--- src/rtl/arbitro_banco_registros_pkg.sv ---
// Shared types for the register-bank arbiter: operation/state encodings and
// the request payload captured on accept.
package banco_pkg;

  localparam int DATA_W_DEF = 16;
  localparam int REG_AW_DEF = 3;

  typedef enum logic {OP_READ = 1'b0, OP_WRITE = 1'b1} op_e;

  typedef enum logic [1:0] {IDLE, ISSUE, WAIT, RESP} state_e;

  typedef struct packed {
    op_e                   write;
    logic [REG_AW_DEF-1:0] reg_idx;
    logic                  size;
    logic                  hl;
    logic                  data_h;
    logic [DATA_W_DEF-1:0] wdata;
  } req_t;

  // Byte access only exists for the first four registers.
  function automatic logic is_legal(input req_t r);
    return r.size || (r.reg_idx <= REG_AW_DEF'(3));
  endfunction

endpackage

--- src/rtl/arbitro_banco_registros_if.sv ---
// One requester port of the register-bank arbiter: request handshake plus
// completion response.
interface arbitro_banco_registros_if #(
  parameter int DATA_W = 16,
  parameter int REG_AW = 3
);
  logic              valid;
  logic              ready;
  logic              write;
  logic [REG_AW-1:0] reg_idx;
  logic              size;
  logic              high_low;
  logic              data_h;
  logic [DATA_W-1:0] wdata;
  logic              rsp_valid;
  logic [DATA_W-1:0] rsp_rdata;
  logic              rsp_err;

  modport master (
    output valid, write, reg_idx, size, high_low, data_h, wdata,
    input  ready, rsp_valid, rsp_rdata, rsp_err
  );

  modport slave (
    input  valid, write, reg_idx, size, high_low, data_h, wdata,
    output ready, rsp_valid, rsp_rdata, rsp_err
  );
endinterface

--- src/rtl/arbitro_banco_registros_rr_arbiter_2.sv ---
// Two-way round-robin arbiter; the pointer moves to the loser of every
// accepted grant so a continuously requesting pair alternates.
module rr_arbiter_2 (
  input  logic       clk,
  input  logic       rst,
  input  logic [1:0] valid,
  input  logic       advance,
  output logic [1:0] grant
);

  logic ptr;  // 0: req0 preferred on conflict

  always_comb begin
    grant = valid;
    if (valid == 2'b11) grant = ptr ? 2'b10 : 2'b01;
  end

  always_ff @(posedge clk or posedge rst) begin
    if (rst)          ptr <= 1'b0;
    else if (advance) ptr <= ~grant[1];
  end

endmodule

--- src/rtl/arbitro_banco_registros.sv ---
// Shares the 8x16 register bank between two requesters, one access in flight,
// fixed-latency read/ack returned to the requester that was granted.
module arbitro_banco_registros
  import banco_pkg::*;
#(
  parameter int DATA_W   = DATA_W_DEF,
  parameter int REG_AW   = REG_AW_DEF,
  parameter int READ_LAT = 1
) (
  input  logic                      clk,
  input  logic                      reset,
  arbitro_banco_registros_if.slave  req0,
  arbitro_banco_registros_if.slave  req1,
  output logic [REG_AW-1:0]         bank_select_reg,
  output logic                      bank_size,
  output logic                      bank_select_high_low,
  output logic                      bank_select_data_h_reg,
  output logic                      bank_read_write,
  output logic [DATA_W-1:0]         bank_wdata,
  input  logic [DATA_W-1:0]         bank_rdata
);

  localparam int HALF = DATA_W / 2;

  state_e                   state;
  req_t                     pay;
  req_t                     req_mux;
  logic                     owner;
  logic [1:0]               valid_v;
  logic [1:0]               grant;
  logic                     accept;
  logic                     legal;
  logic [1:0]               cnt;
  logic [1:0]               rsp_valid_q;
  logic [1:0]               rsp_err_q;
  logic [1:0][DATA_W-1:0]   rsp_rdata_q;
  logic [DATA_W-1:0]        rd_fmt;

  assign valid_v = {req1.valid, req0.valid};

  rr_arbiter_2 u_arb (
    .clk     (clk),
    .rst     (reset),
    .valid   (valid_v),
    .advance (accept),
    .grant   (grant)
  );

  assign accept = (state == IDLE) && (|grant);

  assign req0.ready = !reset && (state == IDLE) && grant[0];
  assign req1.ready = !reset && (state == IDLE) && grant[1];

  always_comb begin
    if (grant[1]) begin
      req_mux.write   = op_e'(req1.write);
      req_mux.reg_idx = req1.reg_idx;
      req_mux.size    = req1.size;
      req_mux.hl      = req1.high_low;
      req_mux.data_h  = req1.data_h;
      req_mux.wdata   = req1.wdata;
    end else begin
      req_mux.write   = op_e'(req0.write);
      req_mux.reg_idx = req0.reg_idx;
      req_mux.size    = req0.size;
      req_mux.hl      = req0.high_low;
      req_mux.data_h  = req0.data_h;
      req_mux.wdata   = req0.wdata;
    end
  end

  assign legal = is_legal(pay);

  // Bank pins come straight from the payload register so they hold between accesses.
  assign bank_select_reg        = pay.reg_idx;
  assign bank_size              = pay.size;
  assign bank_select_high_low   = pay.hl;
  assign bank_select_data_h_reg = pay.data_h;
  assign bank_wdata             = pay.wdata;
  assign bank_read_write        = (state != IDLE) && (pay.write == OP_WRITE) && legal;

  // 8-bit reads return the selected byte zero-extended.
  always_comb begin
    rd_fmt = bank_rdata;
    if (!pay.size)
      rd_fmt = pay.hl ? {{HALF{1'b0}}, bank_rdata[DATA_W-1:HALF]}
                      : {{HALF{1'b0}}, bank_rdata[HALF-1:0]};
  end

  always_ff @(posedge clk or posedge reset) begin
    if (reset) begin
      state       <= IDLE;
      pay         <= '0;
      owner       <= 1'b0;
      cnt         <= '0;
      rsp_valid_q <= '0;
      rsp_err_q   <= '0;
      rsp_rdata_q <= '0;
    end else begin
      rsp_valid_q <= '0;
      rsp_err_q   <= '0;
      case (state)
        IDLE: if (accept) begin
          pay   <= req_mux;
          owner <= grant[1];
          state <= ISSUE;
        end
        ISSUE: if (pay.write == OP_WRITE || !legal) begin
          state              <= IDLE;
          rsp_valid_q[owner] <= 1'b1;
          rsp_err_q[owner]   <= !legal;
        end else begin
          state <= WAIT;
          cnt   <= 2'(READ_LAT - 1);
        end
        WAIT: if (cnt == 2'd0) begin
          state              <= RESP;
          rsp_valid_q[owner] <= 1'b1;
          rsp_rdata_q[owner] <= rd_fmt;
        end else begin
          cnt <= cnt - 2'd1;
        end
        RESP:    state <= IDLE;
        default: state <= IDLE;
      endcase
    end
  end

  assign req0.rsp_valid = rsp_valid_q[0];
  assign req0.rsp_err   = rsp_err_q[0];
  assign req0.rsp_rdata = rsp_rdata_q[0];
  assign req1.rsp_valid = rsp_valid_q[1];
  assign req1.rsp_err   = rsp_err_q[1];
  assign req1.rsp_rdata = rsp_rdata_q[1];

endmodule
--- src/flat_wrapper.sv ---
// flat-port wrapper written by rule: the top's interface ports become plain ports
module arbitro_banco_registros_flat import banco_pkg::*;
#(
  parameter int DATA_W   = DATA_W_DEF,
  parameter int REG_AW   = REG_AW_DEF,
  parameter int READ_LAT = 1
)
  (clk, reset, bank_select_reg, bank_size, bank_select_high_low, bank_select_data_h_reg, bank_read_write, bank_wdata, bank_rdata, req0_valid, req0_write, req0_reg_idx, req0_size, req0_high_low, req0_data_h, req0_wdata, req0_ready, req0_rsp_valid, req0_rsp_rdata, req0_rsp_err, req1_valid, req1_write, req1_reg_idx, req1_size, req1_high_low, req1_data_h, req1_wdata, req1_ready, req1_rsp_valid, req1_rsp_rdata, req1_rsp_err);
  arbitro_banco_registros_if #(.DATA_W(DATA_W), .REG_AW(REG_AW)) req0_i ();
  arbitro_banco_registros_if #(.DATA_W(DATA_W), .REG_AW(REG_AW)) req1_i ();
  input  logic clk;
  input  logic reset;
  output logic [REG_AW-1:0] bank_select_reg;
  output logic bank_size;
  output logic bank_select_high_low;
  output logic bank_select_data_h_reg;
  output logic bank_read_write;
  output logic [DATA_W-1:0] bank_wdata;
  input  logic [DATA_W-1:0] bank_rdata;
  input wire logic [$bits(req0_i.valid)-1:0] req0_valid;
  input wire logic [$bits(req0_i.write)-1:0] req0_write;
  input wire logic [$bits(req0_i.reg_idx)-1:0] req0_reg_idx;
  input wire logic [$bits(req0_i.size)-1:0] req0_size;
  input wire logic [$bits(req0_i.high_low)-1:0] req0_high_low;
  input wire logic [$bits(req0_i.data_h)-1:0] req0_data_h;
  input wire logic [$bits(req0_i.wdata)-1:0] req0_wdata;
  output wire logic [$bits(req0_i.ready)-1:0] req0_ready;
  output wire logic [$bits(req0_i.rsp_valid)-1:0] req0_rsp_valid;
  output wire logic [$bits(req0_i.rsp_rdata)-1:0] req0_rsp_rdata;
  output wire logic [$bits(req0_i.rsp_err)-1:0] req0_rsp_err;
  input wire logic [$bits(req1_i.valid)-1:0] req1_valid;
  input wire logic [$bits(req1_i.write)-1:0] req1_write;
  input wire logic [$bits(req1_i.reg_idx)-1:0] req1_reg_idx;
  input wire logic [$bits(req1_i.size)-1:0] req1_size;
  input wire logic [$bits(req1_i.high_low)-1:0] req1_high_low;
  input wire logic [$bits(req1_i.data_h)-1:0] req1_data_h;
  input wire logic [$bits(req1_i.wdata)-1:0] req1_wdata;
  output wire logic [$bits(req1_i.ready)-1:0] req1_ready;
  output wire logic [$bits(req1_i.rsp_valid)-1:0] req1_rsp_valid;
  output wire logic [$bits(req1_i.rsp_rdata)-1:0] req1_rsp_rdata;
  output wire logic [$bits(req1_i.rsp_err)-1:0] req1_rsp_err;
  assign req0_i.valid = req0_valid;
  assign req0_i.write = req0_write;
  assign req0_i.reg_idx = req0_reg_idx;
  assign req0_i.size = req0_size;
  assign req0_i.high_low = req0_high_low;
  assign req0_i.data_h = req0_data_h;
  assign req0_i.wdata = req0_wdata;
  assign req0_ready = req0_i.ready;
  assign req0_rsp_valid = req0_i.rsp_valid;
  assign req0_rsp_rdata = req0_i.rsp_rdata;
  assign req0_rsp_err = req0_i.rsp_err;
  assign req1_i.valid = req1_valid;
  assign req1_i.write = req1_write;
  assign req1_i.reg_idx = req1_reg_idx;
  assign req1_i.size = req1_size;
  assign req1_i.high_low = req1_high_low;
  assign req1_i.data_h = req1_data_h;
  assign req1_i.wdata = req1_wdata;
  assign req1_ready = req1_i.ready;
  assign req1_rsp_valid = req1_i.rsp_valid;
  assign req1_rsp_rdata = req1_i.rsp_rdata;
  assign req1_rsp_err = req1_i.rsp_err;
  arbitro_banco_registros #(.DATA_W(DATA_W), .REG_AW(REG_AW), .READ_LAT(READ_LAT)) u_core (.clk(clk), .reset(reset), .req0(req0_i), .req1(req1_i), .bank_select_reg(bank_select_reg), .bank_size(bank_size), .bank_select_high_low(bank_select_high_low), .bank_select_data_h_reg(bank_select_data_h_reg), .bank_read_write(bank_read_write), .bank_wdata(bank_wdata), .bank_rdata(bank_rdata));
endmodule
--- config.mk ---
export PLATFORM = sky130hd
export DESIGN_NAME = arbitro_banco_registros_flat
export DESIGN_NICKNAME = d
export VERILOG_FILES = /design/src/rtl/arbitro_banco_registros_pkg.sv /design/src/rtl/arbitro_banco_registros_if.sv /design/src/rtl/arbitro_banco_registros_rr_arbiter_2.sv /design/src/rtl/arbitro_banco_registros.sv /design/src/flat_wrapper.sv
export SDC_FILE = /design/constraint.sdc
export NUM_CORES = 1
export LEC_CHECK = 0
export CAP_MARGIN = 20
export CORE_MARGIN = 3
export CORE_UTILIZATION = 30
export CTS_CLUSTER_SIZE = 28
export DETAILED_ROUTE_END_ITERATION = 6
export GPL_TIMING_DRIVEN = 0
export PLACE_DENSITY_LB_ADDON = 0.2
export SYNTH_ARGS = -nofsm -noshare
export SYNTH_HDL_FRONTEND = slang
export SYNTH_HIERARCHICAL = 1
export SYNTH_SLANG_ARGS = --single-unit
--- constraint.sdc ---
create_clock -name clk -period 4.7 [get_ports clk]
set_clock_uncertainty 0.05 [all_clocks]
set_input_delay 1.175 -clock clk [delete_from_list [all_inputs] [get_ports clk]]
set_output_delay 1.175 -clock clk [all_outputs]
set_load 0.05 [all_outputs]
* Word level (Yosys, flattened, before mapping) *
Cells that the tools add are included.

storage, ports and cells
  flip-flop bits (word level) = 65
  bits in latches = 0
  bits in writable memories = 0
  bits in read-only memories = 0
  input port bits = 66
  output and inout bits = 61
  logic and storage cells = 70
  memories kept = 0

operators by class
  add/subtract/negate cells = 1
  $mul = 0
  divide/modulo/power cells = 0
  order comparisons = 3
  equal/unequal tests = 8
  shifts and indexed selects = 0
  mux-type cells = 22
  bitwise logic cells = 2
  reduce and logical (&&, ||, !) cells = 20

operators by type and width
  cell                                                            number
  bitwise mux 32 bit                                              1
  two-way mux 16 bit                                              2
  two-way mux 23 bit                                              1
  two-way mux 2 bit                                               11
  demux 16 bit (select 1 bit)                                     1
  two-way mux 8 bit                                               1
  case mux 2 bit (2 select lines)                                 2
  case mux 2 bit (4 select lines)                                 1
  logical AND 1 bit                                               7
  == test 2 bit, second input constant                            3
  AND reduction 2 bit                                             3
  logical NOT 2 bit                                               2
  != test 2 x 1 -> 1 bit, second input constant                   2
  != test 2 bit, second input constant                            2
  nonzero test 2 bit                                              2
  less-or-equal comparator 3 x 2 -> 1 bit, second input constant  1
  AND reduction 3 bit                                             1
  AND 2 bit                                                       1
  == test 2 x 1 -> 1 bit, second input constant                   1
  logical NOT 1 bit                                               2
  logical OR 1 bit                                                2
  less-than comparator 1 x 2 -> 1 bit, second input constant      1
  OR reduction 2 bit                                              1
  subtractor 2 x 1 -> 2 bit, second input constant                1
  4 further kinds                                                 4

* Depth between registers and ports, before layout *
Gate-level depths: netlist of run 1.

  depth in word-level cells = 7
  depth in mapped cells = 9
  mapped depth without buffers = 6

* By module *
The synthesis of run 1 kept the hierarchy.

modules (own cells, without submodules)
  module                   times used  cells each  area an instance (sq um)  seq. area each (sq um)
  arbitro_banco_registros  1           295         2,991.6                   1,601.5
  rr_arbiter_2             1           7           60.1                      25.0

* Worst setup path before layout of run 1 *
OpenSTA, ideal clock, no wires.

  path kind = input-to-output
  start point = input reset
  end point = output req0_ready
  data arrival time = 3.157 ns
  data required time = 3.475 ns
  path slack = 0.318 ns
  stages = 2
  path buffers = 0
  cells stage by stage = inv_1 > and3_1

between the ends
  word-level cells in the longest chain between the ends = 3

ends and longest elaborated chain
  item                            RTL line                       text
  start, declared                 flat_wrapper.sv:12             input logic reset;
  logical NOT 1 bit               arbitro_banco_registros.sv:51  assign req0.ready = !reset && (state == IDLE) && grant[0];
  logical AND 1 bit (2 in a row)  arbitro_banco_registros.sv:51
  end, declared                   flat_wrapper.sv:27             output wire logic [$bits(req0_i.ready)-1:0] req0_ready;

Every way passes these cells.

* Worst setup path in the final report of run 1 *
  start point = input req1_valid
  end point = output req1_ready

between the ends
  word-level cells in the longest chain between the ends = 3

ends and longest elaborated chain
  item                 RTL line                                    text
  start, declared      flat_wrapper.sv:31                          input wire logic [$bits(req1_i.valid)-1:0] req1_valid;
  == test 2 bit        arbitro_banco_registros_rr_arbiter_2.sv:15  if (valid == 2'b11) grant = ptr ? 2'b10 : 2'b01;
  two-way mux 2 bit *  arbitro_banco_registros_rr_arbiter_2.sv:15
  via u_core.grant[1]  arbitro_banco_registros.sv:30               logic [1:0] grant;
  logical AND 1 bit *  arbitro_banco_registros.sv:52               assign req1.ready = !reset && (state == IDLE) && grant[1];
  end, declared        flat_wrapper.sv:38                          output wire logic [$bits(req1_i.ready)-1:0] req1_ready;

The timed path passes the listed nets; every way through them passes the cells marked *.

==> results.sh, run 1 <==
export IMPL_grt_usage_pct=15.2
export IMPL_fin_crit_sh_pct=93.4
export IMPL_wl_per_cell_um=14.1
export IMPL_vias=2578
export IMPL_antenna_cells=0
export IMPL_final_common_cell="clkdlybuf4s50_1"
export IMPL_synth_compound_area_share_pct=12.6
export IMPL_cts_buffers=9
export IMPL_layoutNonFillerInstCount=578
export IMPL_power_leakage_nw=2.09
export IMPL_cts_tree="done"
export IMPL_p_seq_share_pct=26.7
export IMPL_synth_edf_count=0
export IMPL_synthSimpleGateAreaFrac_pct=12.5
export IMPL_place_ws_ps=282
export IMPL_power_density_mw_per_mm2=772
export IMPL_syn_nets=372
export IMPL_ys_dominant_reg_cell="dfrtp_1"
export IMPL_via_per_inst=4.46
export IMPL_synthArstFlopShare_pct=100
export IMPL_final_cell_mix="clkdlybuf4s50_1 (126), nand2_1 (67), dfrtp_1 (65)"
export IMPL_dieWidth_um=107
export IMPL_grt_ovfl_total=0
export IMPL_multi_input_area_mm2=0.00114
export IMPL_grt_max_degree=37
export IMPL_ys_seq_area_share_pct=53.3
export IMPL_cts_max_level=3
export IMPL_clkLatencyLatePin_ps=330
export IMPL_yosys_cell_types_count=31
export IMPL_drt_total_wl_mm=8.18
export IMPL_ir_drop_mv=0.304
export IMPL_syn2layout_area_growth_pct=54.0
export IMPL_p_switching_mw=1.77
export IMPL_drv_slew=0
export IMPL_grt_pass1_wl_mm=13.7
export IMPL_p_int_mw=1.86
export IMPL_path_clk_slew_ps=70
export IMPL_synth_cells=302
export IMPL_synth_fa_ha_area_share_pct=1.64
export IMPL_finalCriticalPeriod_ps=4390
export IMPL_syn_area_per_cell_um2=10.1
export IMPL_cp_arrival_ps=3170
export IMPL_io_pins=127
export IMPL_netlist_area_mm2=0.00305
export IMPL_p_clk_share_pct=13.3
export IMPL_root_buffer="clkbuf_8"
export IMPL_setup_tns_ps=0
export IMPL_dr_first_iter_drc_count=68
export IMPL_grt_pass1_vias=2715
export IMPL_utilization_pct=47.9
export IMPL_hp_class="register to register"
export IMPL_layout_nets=510
export IMPL_ys_warn_count=6
export IMPL_yosys_area_share_xor_xnor_pct=0
export IMPL_cp_required_ps=3470
export IMPL_worst_pin_slew_ps=668
export IMPL_combPwrFrac_pct=60.0
export IMPL_drc=0
export IMPL_cts_repair_resized=0
export IMPL_postCtsHoldBufs=0
export IMPL_ys_seq_elements=65
export IMPL_clock_path_buffers=2
export IMPL_design_core_area_mm2=0.00982
export IMPL_fp_row_count=36
export IMPL_drtPass1Iterations=4
export IMPL_synth_top_family_by_area="compound AO/OA/AOI/OAI gates"
export IMPL_regArea_mm2=0.00163
export IMPL_cts_sinks=65
export IMPL_cp_end_kind="output port"
export IMPL_fmax_ghz=0.228
export IMPL_postCtsSetupBuffers=0
export IMPL_swShare_pct=48.8
export IMPL_grt_setup_unrepaired="false"
export IMPL_hpwl_mm=6.24
export IMPL_finalHoldViolCount=0
export IMPL_fill_cells=1000
export IMPL_cap_violations=0
export IMPL_critical_path_class="primary input to output port"
export IMPL_die_h_um=107
export IMPL_critPathMaxFanout=10
export IMPL_start_kind="primary input"
export IMPL_initial_utilization_pct=31.1
export IMPL_dp_cells=562
export IMPL_outcome="completed"
export IMPL_drive_gt1_share_pct=12.1
export IMPL_die_area_mm2=0.0114
export IMPL_p_total_mw=3.63
export IMPL_gp_congestion=0.789
export IMPL_relSlewSlack_pct=55.4
export IMPL_setup_violations=0
export IMPL_synthMuxAreaShare_pct=10.5
export IMPL_postRouteAntennaNets=0
export IMPL_setup_ws_ps=310
export IMPL_io_buffer_count=126
export IMPL_antenna_found_initial=0
logic make-up (layout without fill, tap and decap cells):
family	count (synthesis)	in the layout
AND/OR/NAND/NOR	88	88
buffers and inverters	43	186
AO/OA/AOI/OAI	70	70
flip-flops	65	65
multiplexers	32	32
adder cells (fa/ha/maj)	4	4
power groups by stage:
stage	clock network (mW)	registers, mW	logic [mW]
2_1_floorplan	0	1.51	0.938
3_3_place_gp	0	0.975	2.18
3_5_place_dp	0	0.986	2.19
4_1_cts	0.500	0.974	2.20
5_1_grt	0.526	1.01	2.33
6_report	0.484	0.968	2.18
cells in the mapped netlist (2+ instances only):
cell / count / area, um2
a21oi_1: 2 / 10.0
and3_1: 3 / 18.8
buf_2: 4 / 20.0
buf_4: 24 / 180
buf_6: 4 / 45.0
clkbuf_1: 2 / 7.51
dfrtp_1: 65 / 1630
ha_1: 4 / 50.1
inv_1: 8 / 30.0
mux2i_1: 32 / 320
nand2_1: 67 / 251
nand2b_1: 4 / 25.0
nand3b_1: 2 / 15.0
nor2_1: 3 / 11.3
nor2b_1: 2 / 12.5
nor3b_1: 3 / 22.5
o211ai_1: 2 / 15.0
o21ai_0: 52 / 260
o21ai_1: 5 / 25.0
o21ai_2: 2 / 17.5
o311ai_1: 2 / 17.5
through the flow:
step	hold WS (ps)	cell area, um2
finish	428	4700
global route	460	4700
CTS	437	4700
detailed placement	420	4500
global placement	411	4480
floorplan	400	3050
cell type report:
class | count | share of cell area (%)
Buffer | 35 | 5.48
Clock buffer | 9 | 2.64
Clock inverter | 7 | 1.65
Inverter | 8 | 0.639
Multi-Input combinational cell | 194 | 24.2
Sequential cell | 65 | 34.6
Tap cell | 133 | 3.54
Timing Repair Buffer | 127 | 27.3
critical path: stages:
cell,delay [ps]
clkdlybuf4s50_1,490
and2_2,150
buf_6,150
buf_4,220
and3_1,170
clkdlybuf4s50_1,800
metal layers:
| metal | global-route usage, % | part of all wire, % | up-vias |
|---|---|---|---|
| met5 | 0 | 0 | - |
| met4 | 3.56 | 0.83 | 0 |
| met3 | 5.90 | 9.0 | 7 |
| met2 | 24.2 | 45 | 100 |
| met1 | 19.7 | 46 | 1193 |
| li1 | - | - | 1278 |
path summary, 6_finish.rpt:
check / start / to / slack [ps] / cells past startpoint
worst max-delay path: req1_valid / req1_ready / 310 / 6
worst min-delay path: u_core/req1.rsp_rdata[7] / u_core/req1.rsp_rdata[7] / 430 / 2
worst max register to register: u_core/u_arb/ptr / u_core/u_arb/ptr / 2910 / 9
worst min register to register: u_core/req1.rsp_rdata[7] / u_core/req1.rsp_rdata[7] / 430 / 2
max in group asynchronous: reset / u_core/req0.rsp_rdata[12] / 2750 / 3
min in group asynchronous: reset / u_core/u_arb/ptr / 960 / 2
Note: power is estimated with default switching activity, not from simulation.
==> inputs of run 2 (changes only) <==
clock period = 5 ns   (was 4.7 ns; I/O delays follow)
==> results of run 2 <==
The final DEF is identical to that of run 1. Status: completed.
Among the figures that moved: setup slack after placement 282 ps -> 432 ps; setup slack after layout 310 ps -> 460 ps; register-to-register setup slack 2910 ps -> 3210 ps; total power 3.63 mW -> 3.41 mW; worst IR drop on VDD 0.304 mV -> 0.286 mV
==> inputs of run 3 (changes only) <==
ABC_AREA = 0   (was unset)
==> results of run 3 <==
The final DEF is identical to that of run 1. Status: completed.
Among the figures that moved: setup slack after placement 282 ps -> 432 ps; setup slack after layout 310 ps -> 460 ps; register-to-register setup slack 2910 ps -> 3210 ps; total power 3.63 mW -> 3.41 mW; worst IR drop on VDD 0.304 mV -> 0.286 mV
